<file path="src/rtl/serial_operand_sender.sv">
// Streams two N-bit operands MSB first on x/y after a one-cycle comparator clear.
// Optional macro RESULT_CAPTURE_EN adds capture of the comparator's gt/lt result.
module serial_operand_sender #(
  parameter int N = 4
) (
  input  logic         clk,
  input  logic         reset,
  input  logic [N-1:0] a,
  input  logic [N-1:0] b,
  input  logic         start_valid,
`ifdef RESULT_CAPTURE_EN
  input  logic         gt_in,
  input  logic         lt_in,
  output logic         res_gt,
  output logic         res_lt,
  output logic         res_valid,
`endif
  output logic         start_ready,
  output logic         x,
  output logic         y,
  output logic         cmp_reset,
  output logic         busy,
  output logic         frame_done
);

  localparam int CW = $clog2(N) + 1;

  // state   | meaning
  // S_IDLE  | waiting for a start handshake
  // S_CLEAR | one cycle of cmp_reset before the first bit
  // S_SHIFT | N cycles, one operand bit pair per cycle
  // S_DONE  | one cycle frame_done pulse
  typedef enum logic [1:0] {S_IDLE, S_CLEAR, S_SHIFT, S_DONE} state_t;

  state_t        state_q;
  logic [N-1:0]  sa_q, sb_q;
  logic [CW-1:0] cnt_q;
  logic          x_q, y_q, rdy_q, busy_q, cmpr_q, fd_q;
`ifdef RESULT_CAPTURE_EN
  logic          res_gt_q, res_lt_q, res_valid_q;
`endif

  always_ff @(posedge clk) begin
    if (reset) begin
      state_q <= S_IDLE;
      sa_q    <= '0;
      sb_q    <= '0;
      cnt_q   <= '0;
      x_q     <= 1'b0;
      y_q     <= 1'b0;
      rdy_q   <= 1'b1;
      busy_q  <= 1'b0;
      cmpr_q  <= 1'b1;
      fd_q    <= 1'b0;
`ifdef RESULT_CAPTURE_EN
      res_gt_q    <= 1'b0;
      res_lt_q    <= 1'b0;
      res_valid_q <= 1'b0;
`endif
    end else begin
      cmpr_q <= 1'b0;
      fd_q   <= 1'b0;
      x_q    <= 1'b0;
      y_q    <= 1'b0;
      case (state_q)
        S_IDLE: begin
          rdy_q  <= 1'b1;
          busy_q <= 1'b0;
          if (start_valid && rdy_q) begin
            sa_q    <= a;
            sb_q    <= b;
            state_q <= S_CLEAR;
            cmpr_q  <= 1'b1;
            rdy_q   <= 1'b0;
            busy_q  <= 1'b1;
`ifdef RESULT_CAPTURE_EN
            res_gt_q    <= 1'b0;
            res_lt_q    <= 1'b0;
            res_valid_q <= 1'b0;
`endif
          end
        end
        S_CLEAR: begin
          x_q     <= sa_q[N-1];
          y_q     <= sb_q[N-1];
          sa_q    <= {sa_q[N-2:0], 1'b0};
          sb_q    <= {sb_q[N-2:0], 1'b0};
          cnt_q   <= '0;
          state_q <= S_SHIFT;
        end
        S_SHIFT: begin
          // cnt_q counts bits already presented; the last bit moves us to DONE
          if (cnt_q == CW'(N - 1)) begin
            state_q <= S_DONE;
            fd_q    <= 1'b1;
          end else begin
            x_q   <= sa_q[N-1];
            y_q   <= sb_q[N-1];
            sa_q  <= {sa_q[N-2:0], 1'b0};
            sb_q  <= {sb_q[N-2:0], 1'b0};
            cnt_q <= cnt_q + CW'(1);
          end
        end
        S_DONE: begin
          state_q <= S_IDLE;
          busy_q  <= 1'b0;
          rdy_q   <= 1'b1;
`ifdef RESULT_CAPTURE_EN
          res_gt_q    <= gt_in;
          res_lt_q    <= lt_in;
          res_valid_q <= 1'b1;
`endif
        end
        default: state_q <= S_IDLE;
      endcase
    end
  end

  assign start_ready = rdy_q;
  assign x           = x_q;
  assign y           = y_q;
  assign cmp_reset   = cmpr_q;
  assign busy        = busy_q;
  assign frame_done  = fd_q;
`ifdef RESULT_CAPTURE_EN
  assign res_gt      = res_gt_q;
  assign res_lt      = res_lt_q;
  assign res_valid   = res_valid_q;
`endif

endmodule

</file>
<file path="config.mk">
export PLATFORM = sky130hd
export DESIGN_NAME = serial_operand_sender
export DESIGN_NICKNAME = d
export VERILOG_FILES = /design/src/rtl/serial_operand_sender.sv
export SDC_FILE = /design/constraint.sdc
export NUM_CORES = 1
export LEC_CHECK = 0
export BUFFER_PORTS_ARGS = -buffer_cell sky130_fd_sc_hd__buf_2
export CAP_MARGIN = 10
export CORE_UTILIZATION = 47
export DETAILED_ROUTE_END_ITERATION = 16
export GPL_TIMING_DRIVEN = 0
export PLACE_DENSITY = 0.8
export SLEW_MARGIN = 30
export SYNTH_ARGS = -nofsm -noshare
export SYNTH_HDL_FRONTEND = slang
export SYNTH_SLANG_ARGS = --single-unit
</file>
<file path="constraint.sdc">
create_clock -name clk -period 1.4 [get_ports clk]
set_input_delay 0.14 -clock clk [delete_from_list [all_inputs] [get_ports clk]]
set_output_delay 0.14 -clock clk [all_outputs]
set_load 0.005 [all_outputs]
</file>
==> run metrics <==
status=finished clean; slowest cell on the critical path=dfxtp_2; Critical Path Max Stage Delay=0.34 ns; drt drc=0; Final Hold Fails=0; Initial Utilization=0.512; Root Driver=clkbuf_4; met2 Use GR=0.355; CTS tree=done; crit-path cells=buf_4 > ha_4 > a21oi_4 > buf_12 > a21oi_1 > a211oi_2; GRT Resource Usage Total=0.208; library cells used by synthesis=25; die width=46.1 um; Max Slew Vio Count=0; 1st-pass router iterations=4; Core Region=1780 um2; I/O Pins=17; crit path time final=1.33 ns; Rel. slew slack=0.700; fin util=0.666; count leader, synth=dfxtp_1; Tcrit/Tclk final=0.952; Compound-Gate Fraction of Synth Area=0.222; Post-Synth XOR/XNOR Area=0; die area=2120 um2; Layout Skew=0.00557 ns; first-pass GRT wire length=3080 um; Slew @ Worst Pin=0.450 ns; CTS Hold Bufs=0; Net Sw Frac=0.388; GRT Max-Usage Layer=met2; multiplexer share of the synthesized area=0.0781; wire per inst=13.2 um; ratio of cells with drive above 1 in the final layout=0.462; crit path kind=flop to flop; FMAX=750 MHz; Post-Synth Adder-Cell Area=0.0822; GP Congestion=0.723; Synth area leaders=dfxtp_1, a211oi_2, ha_1; met3 Use GR=0.0471; Skew-Pair Late Insertion Delay=0.30 ns; Final setup violation count=0; total power=2.48 mW; Sequential Power Share=0.344; IO buf count=16; Max FO, Critical Path=7; antenna diode count=0; Comb pwr share=0.544; initial antenna violation count=0; Worst-path clk slew=0.11 ns; Num CTS Buffers=3; WHS=0.121 ns; Seq cells post-synth=19; top-area cell type share of the netlist area=0.416; Net Count, Synth=111; Post-DP HPWL=1250 um; top post-synthesis cells by count=dfxtp_1, a21oi_1; largest family of logic cells by synthesized area=compound AO/OA/AOI/OAI gates; RSZ-0062 raised after global routing=true; Hold Path Class=primary input to flop; Req. time, crit path=1.63 ns; via count=745; synthesized area=913 um2; GR Overflow Total=0; Synth area leader=dfxtp_1; Synth async-reset ratio=0; First DRT Iteration DRCs=4; clk sinks=19; std cell rows=15; Post-Synth Simple-Gate Area=0.137; Gate Count Post-Synth=94; LEAKAGE=0.472 nW; H-tree depth=1; Max-cap violations=0; Main synth FF type=dfxtp_1; net switching power figure=0.964 mW; Post-synth EDFFs=0; Layout area overhead=30.0%; ANT nets after route=0; setup tns final=0 ns; met1 usage=0.249; WP buf/inv=2; clock share of power=0.112; mean area per synthesized cell=9.72 um2; Final nets=137; Via density=5.17; Post-Route WL=1890 um; PwrDens=2090 nW/um2; Critical Path Sink Type=flop; Internal=1.52 mW; largest net degree at the start of global routing=11; Bufs on Longest Clock Path=2; Peak supply drop=1.56 mV; Die Y=46.1 um; cell family with most CP delay=compound AO/OA/AOI/OAI gates; startpoint types=flop; vias in the first global route=741; critical path arrival=1.56 ns; synthesis warning total=0; Seq/Total Area, Yosys=0.416
[layer usage]
metal / part of all wire / vias to the layer above
li1: - / 377
met5: 0 / -
met2: 0.53 / 14
met1: 0.42 / 349
met3: 0.032 / 5
met4: 0.018 / 0
[flip-flops by register name (all words and copies together) (netlist names)]
signal	count
sa_q	4
cnt_q	3
start_ready	1
frame_done	1
sb_q	4
cmp_reset	1
busy	1
x	1
state_q	2
y	1
[stage by stage]
| stage | setup slack (ns) | instance area (um2) | instances |
|---|---|---|---|
| after CTS | 0.00481 | 1140 | 144 |
| after global routing | -0.00683 | 1190 | 144 |
| after detailed placement | -0.161 | 1040 | 135 |
| final | 0.0669 | 1190 | 144 |
| after floorplan | -0.00909 | 927 | 94 |
| after global placement | -0.138 | 1040 | 135 |
[timing repair]
item / CTS / global route
resized for setup: 8 / 12
pin swaps: 3 / 5
buffers inserted: 6 / 1
setup endpoints to repair: 12 / 11
[cell families after synthesis]
family	after synthesis
flops	19
compound gates	28
fa+ha+maj	6
buf+inv	11
simple gates	23
mux	7
[power by group through the flow]
stage / logic, mW / clock network (mW) / registers (mW)
finish: 1.35 / 0.279 / 0.854
global route: 1.48 / 0.314 / 0.873
CTS: 1.27 / 0.280 / 0.834
detailed placement: 1.14 / 0 / 0.848
global placement: 1.11 / 0 / 0.834
floorplan: 0.933 / 0 / 0.825
[worst reg2reg max path, cell delays in order (launching register included)]
cell	delay [ns]
dfxtp_2	0.34
buf_4	0.14
ha_4	0.18
a21oi_4	0.20
buf_12	0.14
a21oi_1	0.07
a211oi_2	0.19
[final cells by class]
class                      instances  area, um2
fill                             149        596
multi-input combinational         64        558
sequential                        19        385
timing repair buffer              23        145
tap                               25       31.3
clock buffer                       4       26.3
inverter                           6       25.0
buffer                             3       16.3
[cells in the final DEF (no fill, tap or decap), types with 3 or more instances in the layout]
cell type,n
mux2i_1,6
nor2_1,5
a211oi_2,6
a21oi_2,3
ha_4,4
buf_4,7
a21oi_1,7
dfxtp_1,15
o21ai_0,4
inv_1,4
dfxtp_2,4
clkbuf_4,3
nand2b_1,5
buf_2,17
nand3_1,3
[final timing paths]
| check | to | startpoint | depth (start not counted) | slack [ns] |
|---|---|---|---|---|
| min reg2reg | y$_SDFF_PP0_ | sb_q[3]$_SDFFE_PP0P_ | 2 | 0.44 |
| max | sa_q[2]$_SDFFE_PP0P_ | state_q[1]$_SDFFE_PP0P_ | 6 | 0.07 |
| min | cmp_reset$_SDFF_PP1_ | start_valid | 2 | 0.12 |
| max reg2reg | sa_q[2]$_SDFFE_PP0P_ | state_q[1]$_SDFFE_PP0P_ | 6 | 0.07 |
Power figures use the tool's default switching activity.
